--- src/rtl/kgp_alu_pkg.sv ---
// Shared KGP-RISC ALU definitions: datapath width, op codes, flag indices
// and the scheduler state encoding.
package kgp_alu_pkg;

  localparam int unsigned XLEN = 32;

  // ALU op codes (ctrl[2:0]); ctrl[3] selects shift amount from in2 instead of shamt
  localparam logic [2:0] OP_ADD  = 3'b000;
  localparam logic [2:0] OP_COMP = 3'b001;
  localparam logic [2:0] OP_DIFF = 3'b010;
  localparam logic [2:0] OP_AND  = 3'b011;
  localparam logic [2:0] OP_XOR  = 3'b100;
  localparam logic [2:0] OP_SLL  = 3'b101;
  localparam logic [2:0] OP_SRL  = 3'b110;
  localparam logic [2:0] OP_SRA  = 3'b111;

  // Bit positions inside the 3-bit {carry, neg, zero} flag vector
  localparam int unsigned FLAG_ZERO  = 0;
  localparam int unsigned FLAG_NEG   = 1;
  localparam int unsigned FLAG_CARRY = 2;

  // Scheduler FSM encoding
  localparam int unsigned STATE_W = 2;
  localparam logic [STATE_W-1:0] ST_IDLE = 2'd0;
  localparam logic [STATE_W-1:0] ST_EXEC = 2'd1;
  localparam logic [STATE_W-1:0] ST_RESP = 2'd2;

endpackage

--- src/rtl/alu_share_sched_rr_arb2.sv ---
// rr_arb2: two-way round-robin arbiter.
//   valid0/valid1 : requester valids
//   last_grant    : requester granted most recently (0 or 1)
//   grant         : one-hot grant, all-zero when nobody is valid
module rr_arb2 (
  input  logic       valid0,
  input  logic       valid1,
  input  logic       last_grant,
  output logic [1:0] grant
);

  // On a tie the requester that was not granted last wins
  assign grant[0] = valid0 & (~valid1 | last_grant);
  assign grant[1] = valid1 & (~valid0 | ~last_grant);

endmodule

--- src/rtl/alu_share_sched.sv ---
// alu_share_sched: shares one combinational KGP-RISC ALU between the integer
// execute unit (req0) and the branch/address unit (req1).
//   req0_*/req1_* : valid/ready request channels {ctrl, in1, in2, shamt}
//   alu_*         : registered operands to the ALU, alu_out/alu_flag back
//   rsp_*         : tagged valid/ready response channel {id, data, flag}
//   stat_grant0/1 : saturating grant counters, present only when the
//                   ALU_SHARE_STATS_EN macro is defined
// One op in flight: IDLE -> EXEC (ALU evaluates) -> RESP (result held).
module alu_share_sched
  import kgp_alu_pkg::*;
#(
  parameter int unsigned XLEN = kgp_alu_pkg::XLEN,
  parameter int unsigned CW   = 4,
  parameter int unsigned SHW  = 5
`ifdef ALU_SHARE_STATS_EN
  ,
  parameter int unsigned STATW = 16
`endif
) (
  input  logic            clk,
  input  logic            rst,
  input  logic            req0_valid,
  output logic            req0_ready,
  input  logic [CW-1:0]   req0_ctrl,
  input  logic [XLEN-1:0] req0_in1,
  input  logic [XLEN-1:0] req0_in2,
  input  logic [SHW-1:0]  req0_shamt,
  input  logic            req1_valid,
  output logic            req1_ready,
  input  logic [CW-1:0]   req1_ctrl,
  input  logic [XLEN-1:0] req1_in1,
  input  logic [XLEN-1:0] req1_in2,
  input  logic [SHW-1:0]  req1_shamt,
  output logic [CW-1:0]   alu_control,
  output logic [XLEN-1:0] alu_in1,
  output logic [XLEN-1:0] alu_in2,
  output logic [SHW-1:0]  alu_shamt,
  input  logic [XLEN-1:0] alu_out,
  input  logic [2:0]      alu_flag,
  output logic            rsp_valid,
  input  logic            rsp_ready,
  output logic            rsp_id,
  output logic [XLEN-1:0] rsp_data,
  output logic [2:0]      rsp_flag
`ifdef ALU_SHARE_STATS_EN
  ,
  output logic [STATW-1:0] stat_grant0,
  output logic [STATW-1:0] stat_grant1
`endif
);

  logic [STATE_W-1:0] state_q, state_d;
  logic               last_grant_q;
  logic [1:0]         grant_c;
  logic               accept_win_c;
  logic               accept_c;

  logic [CW-1:0]      op_ctrl_q;
  logic [XLEN-1:0]    op_in1_q;
  logic [XLEN-1:0]    op_in2_q;
  logic [SHW-1:0]     op_shamt_q;
  logic               op_id_q;

  rr_arb2 u_arb (
    .valid0     (req0_valid),
    .valid1     (req1_valid),
    .last_grant (last_grant_q),
    .grant      (grant_c)
  );

  // New op may enter when idle, or when the held response leaves this cycle
  assign accept_win_c = (state_q == ST_IDLE) || ((state_q == ST_RESP) && rsp_ready);
  assign req0_ready   = accept_win_c & grant_c[0];
  assign req1_ready   = accept_win_c & grant_c[1];
  assign accept_c     = (req0_valid & req0_ready) | (req1_valid & req1_ready);

  // ALU is driven straight from the op registers
  assign alu_control = op_ctrl_q;
  assign alu_in1     = op_in1_q;
  assign alu_in2     = op_in2_q;
  assign alu_shamt   = op_shamt_q;

  // State register
  always_ff @(posedge clk) begin
    if (rst) state_q <= ST_IDLE;
    else     state_q <= state_d;
  end

  // Next-state logic
  always_comb begin
    state_d = state_q;
    case (state_q)
      ST_IDLE: if (accept_c) state_d = ST_EXEC;
      ST_EXEC: state_d = ST_RESP;
      ST_RESP: if (rsp_ready) state_d = accept_c ? ST_EXEC : ST_IDLE;
      default: state_d = ST_IDLE;
    endcase
  end

  // Op registers and round-robin history, loaded on an accepted handshake
  always_ff @(posedge clk) begin
    if (rst) begin
      op_ctrl_q    <= '0;
      op_in1_q     <= '0;
      op_in2_q     <= '0;
      op_shamt_q   <= '0;
      op_id_q      <= 1'b0;
      last_grant_q <= 1'b1;
    end else if (accept_c) begin
      op_id_q      <= grant_c[1];
      last_grant_q <= grant_c[1];
      if (grant_c[1]) begin
        op_ctrl_q  <= req1_ctrl;
        op_in1_q   <= req1_in1;
        op_in2_q   <= req1_in2;
        op_shamt_q <= req1_shamt;
      end else begin
        op_ctrl_q  <= req0_ctrl;
        op_in1_q   <= req0_in1;
        op_in2_q   <= req0_in2;
        op_shamt_q <= req0_shamt;
      end
    end
  end

  // Response registers: capture in EXEC, hold until consumed
  always_ff @(posedge clk) begin
    if (rst) begin
      rsp_valid <= 1'b0;
      rsp_id    <= 1'b0;
      rsp_data  <= '0;
      rsp_flag  <= '0;
    end else if (state_q == ST_EXEC) begin
      rsp_valid <= 1'b1;
      rsp_id    <= op_id_q;
      rsp_data  <= alu_out;
      rsp_flag  <= alu_flag;
    end else if (rsp_valid && rsp_ready) begin
      rsp_valid <= 1'b0;
    end
  end

`ifdef ALU_SHARE_STATS_EN
  // Saturating per-requester grant counters
  always_ff @(posedge clk) begin
    if (rst) begin
      stat_grant0 <= '0;
      stat_grant1 <= '0;
    end else if (accept_c) begin
      if (grant_c[0] && (stat_grant0 != '1)) stat_grant0 <= stat_grant0 + STATW'(1);
      if (grant_c[1] && (stat_grant1 != '1)) stat_grant1 <= stat_grant1 + STATW'(1);
    end
  end
`endif

endmodule

--- config.mk ---
export PLATFORM = sky130hd
export DESIGN_NAME = alu_share_sched
export DESIGN_NICKNAME = d
export VERILOG_FILES = /design/src/rtl/kgp_alu_pkg.sv /design/src/rtl/alu_share_sched_rr_arb2.sv /design/src/rtl/alu_share_sched.sv
export SDC_FILE = /design/constraint.sdc
export NUM_CORES = 1
export LEC_CHECK = 0
export BUFFER_PORTS_ARGS = -buffer_cell sky130_fd_sc_hd__buf_4
export CAP_MARGIN = 20
export CELL_PAD_IN_SITES_DETAIL_PLACEMENT = 0
export CELL_PAD_IN_SITES_GLOBAL_PLACEMENT = 2
export CORE_MARGIN = 4
export CORE_UTILIZATION = 25
export DETAILED_ROUTE_END_ITERATION = 6
export MAX_ROUTING_LAYER = met4
export PLACE_DENSITY = 0.81
export SLEW_MARGIN = 25
export SYNTH_ARGS = -nofsm -noshare
export SYNTH_HDL_FRONTEND = slang
export SYNTH_SLANG_ARGS = --single-unit
--- constraint.sdc ---
create_clock -name clk -period 1.7 [get_ports clk]
set_input_delay 0.17 -clock clk [delete_from_list [all_inputs] [get_ports clk]]
set_output_delay 0.17 -clock clk [all_outputs]
set_load 0.005 [all_outputs]
Word-level counts from Yosys, hierarchy flattened

Cells that the tools add are included.
W data, S select, Z words.

Flip-flop bits (word level): 114

Bitwise logic cells: 12
Reductions and logical operators: 6
Mux-type cells: 10
Eq/ne operators: 4

Operators by type and width:

| operator             | count |
|---|---|
| $mux W32             | 2 |
| $and A1 B1 Y1        | 6 |
| $pmux W2 S3          | 1 |
| $mux W5              | 1 |
| $mux W2              | 2 |
| $mux W4              | 1 |
| $ne A2 B2 Y1 const B | 2 |
| $mux W1              | 3 |
| $not A1 Y1           | 3 |
| $or A1 B1 Y1         | 3 |
| $eq A2 B1 Y1 const B | 1 |
| $eq A2 B2 Y1 const B | 1 |
| $logic_and A1 B1 Y1  | 2 |
| $logic_not A2 Y1     | 1 |
| $reduce_and A2 Y1    | 1 |
| $reduce_bool A2 Y1   | 1 |
| $logic_or A1 B1 Y1   | 1 |

Longest topological paths before layout

Depth in word-level cells: 9
Gate-level depth with buffers: 6
Depth with buffers taken out: 3

By module

A second synthesis with hierarchy kept.

Cell total of the unflattened synthesis: 527
Area, all modules: 5358.9 um2

Modules (own cells, without submodules):

| module          | cells an instance | area an instance (um2) | instances |
|---|---|---|---|
| alu_share_sched | 524               | 5340.1                 | 1 |
| rr_arb2         | 3                 | 18.8                   | 1 |

Worst setup path after synthesis

OpenSTA, ideal clock, no wires.

Path type: register to output
From: register state_q[1]
To: output port req0_ready
Path buffers: 3
Arrival: 1144 ps
Path slack: 386 ps
Cell stages (with the launch flop): 6
Cell sequence: dfxtp_1 nor2b_1 buf_4 buf_6 buf_6 nor4b_1

Word-level cells in the longest chain between the ends: 4

Ends and longest elaborated chain:

| what                     | line                  | source |
|---|---|---|
| start: declaration       | alu_share_sched.sv:52 | `logic [STATE_W-1:0] state_q, state_d;` |
| start signal: assignment | alu_share_sched.sv:86 | `else state_q <= state_d;` |
| $eq A2 B2 Y1             | alu_share_sched.sv:72 | `assign accept_win_c = (state_q == ST_IDLE) \|\| ((state_q == ST_RESP) && rsp_ready);` |
| $logic_and A1 B1 Y1      | alu_share_sched.sv:72 |  |
| $logic_or A1 B1 Y1 *     | alu_share_sched.sv:72 |  |
| $and A1 B1 Y1 *          | alu_share_sched.sv:73 | `assign req0_ready = accept_win_c & grant_c[0];` |
| end: declaration         | alu_share_sched.sv:23 | `output logic req0_ready,` |

Every way passes the cells marked *; elsewhere a longest branch is shown, timed or not.

Worst setup path in the final report

Ends and elaborated chain as after synthesis.

==> results.toml <==
[timing]
post-route-min-period_ps = 1608
slew_violations = 0
finalCritPeriodShare_pct = 94.59
fmax_mhz = 621.9
tightestPinTransition_ps = 334.3
grt_setup_unrepaired = "false"
hold_violations = 0
setup_slack_ps = 91.92
setup_viol = 0
fin_setup_tns_ps = 0
clock_skew_ps = 10.85
slew-limit-headroom_pct = 77.51

[routing]
routedWlPerCell_um = 18.64
vias = 7140
drt_iter0_markers = 562
ant_nets = 0
wl_um = 26200
firstDrtPassIters = 5
drc = 0
via_per_inst = 5.078

[pwr]
combPwrFrac_pct = 23.7
p_leak_nw = 4.084
p_int_mw = 6.289
clockPowerShare_pct = 41.3
seq_power_share_pct = 35.0
irDropWorstVdd_uv = 518.8
total_power_mw = 8.965
switching_share_pct = 29.85
p_switching_mw = 2.676
power-per-cell-area_mw_per_mm2 = 913.1

[synthesis]
yosys_warnings = 0
ys_seq_elements = 114
yosys.area.top_type = "dfxtp_1"
synth-edff-count = 0
synth_cells = 783
synthArstFlopShare_pct = 0
ys_seq_area_share_pct = 37.32
ys_types = 21
synth_area_leaders = "dfxtp_1, nor4_1, a21oi_1"
syn_nets = 969
post_synth.cell_area_avg_um2 = 7.809
yosysMostFrequentCell = "nor4_1"
synth_top_area_share_pct = 37.32
netlist_area_mm2 = 0.006115
synthFlopType = "dfxtp_1"
synth_commonest_cells = "nor4_1, dfxtp_1, a21oi_1, nand2b_1, nand2_1"

[floorplanning]
rows = 56
die_y_um = 164.4
io_pins = 298
start_util_pct = 25.74
dieArea_mm2 = 0.02702
fp.coreArea_mm2 = 0.02375
die_w_um = 164.4

[placement]
dp_slack_ps = 167.5
dpl.hpwl_um = 17120
place.gp.congestion = 0.7840
place_inst = 1332
placed_area_mm2 = 0.008742
io_buffers = 297

[clock_network]
clock_sinks = 114
cts_max_level = 4
cts_buffers = 17
root_buffer = "clkbuf_16"
clk_pin_slew_worst_paths_ps = 60
cts_tree = "yes"
insertion_delay_ps = 410
clock_path_buffers = 2

[status]
status = "finished clean"

[critical_path]
startpoint_type = "flop"
worstSetupEndpointType = "output pin"
cp_max_fo = 4
cp_data_required_time_ps = 1530
critPathKind = "flop to output pin"
crit_arrival_ps = 1440

[final_layout]
layout-drive-gt1-share_pct = 35.36
finalInstanceArea_mm2 = 0.009818
multiInputGateArea_mm2 = 0.003374
final_cells = 1406
nFillCells = 2411
regArea_mm2 = 0.002287
syn_to_final_growth_pct = 60.57
nets = 1259

[grt]
grt_overflow = 0
grt_pass1_wl_um = 39830
antenna_found_initial = 1
grt_usage_pct = 19.02
grt_max_degree = 60
grt_pass1_vias = 7069

[flow_run]
maxCapViolCount = 0

[worst_hold_path]
hold_path.class = "input port to flop"
-- through the flow --
stage	util (%)	hold WS, ps
floorplan	-	306.0
global placement	36.80	416.6
detailed placement	36.80	424.1
CTS	41.27	4.046
global route	41.33	10.15
finish	41.33	33.38
-- placed cells by master, fill, tap and decap left out --
| cell type | Yosys | routed |
|---|---|---|
| buf_4 | 9 | 319 |
| nor4_1 | 219 | 218 |
| dfxtp_1 | 114 | 112 |
| a21oi_1 | 111 | 111 |
| nand2b_1 | 76 | 75 |
| nand2_1 | 74 | 74 |
| o21bai_1 | 73 | 73 |
| dlygate4sd3_1 | 0 | 34 |
| clkbuf_16 | 0 | 17 |
| buf_12 | 0 | 17 |
| inv_6 | 0 | 5 |
| clkinv_4 | 0 | 3 |
| inv_8 | 0 | 3 |
| nor2b_4 | 0 | 2 |
| clkinv_2 | 0 | 2 |
| bufinv_16 | 0 | 2 |
| bufbuf_16 | 0 | 2 |
| diode_2 | 0 | 1 |
| a21bo_4 | 0 | 1 |
| nor3_2 | 0 | 1 |
| nor4b_4 | 0 | 1 |
| or2_2 | 1 | 1 |
| inv_2 | 0 | 1 |
| nand2b_2 | 0 | 1 |
| nor2b_2 | 0 | 1 |
| nor4b_1 | 2 | 1 |
| nor2_1 | 1 | 1 |
| nor2b_1 | 4 | 1 |
| a221o_1 | 1 | 1 |
| a21boi_0 | 1 | 1 |
| o21ba_2 | 1 | 1 |
| nor4_2 | 0 | 1 |
| buf_6 | 4 | 1 |
| dfxtp_4 | 0 | 1 |
| dfxtp_2 | 0 | 1 |
-- logic make-up after synthesis --
| family | count (synthesis) | share of synthesized area (%) |
|---|---|---|
| AND/OR/NAND/NOR | 378 | 35.67 |
| AO/OA/AOI/OAI | 188 | 18.66 |
| flip-flops | 114 | 37.32 |
| buffers and inverters | 103 | 8.349 |
-- critical path, stage by stage, from the launching register on --
cell and delay [ps]:
dfxtp_2 320, nor2b_4 140, buf_12 120, nor4b_4 290, buf_4 160
-- power by group through the flow --
stage          logic (mW)  clock network (mW)  registers (mW)
5_1_grt              2.33                3.94            3.18
3_3_place_gp         2.04                   0            3.19
6_report             2.12                3.70            3.14
3_5_place_dp         2.04                   0            3.19
2_1_floorplan       0.937                   0            3.18
4_1_cts              2.14                3.83            3.14
-- area by class of cell --
type | count | share of cell area [%]
clock buffer | 17 | 4.333
tap | 319 | 4.065
multi-input combinational | 566 | 34.37
timing repair buffer | 373 | 32.10
antenna | 1 | 0.02549
sequential | 114 | 23.30
inverter | 1 | 0.03823
clock inverter | 15 | 1.771
-- metal layers --
metal,track usage (%),part of all wire [%],routed length (um),vias to the layer above
li1,-,-,-,3514
met5,-,0,0,-
met3,4.717,6.6,1730,18
met4,4.612,1.5,381,0
met1,24.67,45,11680,3342
met2,30.00,47,12410,266
-- sequential cells by signal (all words and copies together) (netlist names) --
signal / flops
last_grant_q: 1
alu_shamt: 5
alu_control: 4
alu_in2: 32
rsp_valid: 1
rsp_flag: 3
alu_in1: 32
rsp_id: 1
state_q: 2
op_id_q: 1
rsp_data: 32
-- final timing paths --
| path | to | cells past startpoint | from | slack (ps) |
|---|---|---|---|---|
| worst min register to register | rsp_data[3] | 2 | rsp_data[3] | 450 |
| worst min-delay path | rsp_data[31] | 3 | alu_out[31] | 30 |
| worst max register to register | alu_in1[13] | 6 | state_q[1] | 100 |
| worst max-delay path | req0_ready | 4 | state_q[1] | 90 |
-- repair_timing --
action                     4_1_cts  5_1_grt
pin swaps                        1        4
gates resized for setup          5        1
hold endpoints to repair        34        0
setup buffers                    4        1
cloned                           2        0
setup endpoints to repair        2        9
hold buffers                    34        0
No activity file was read; power rests on OpenSTA's default activity.
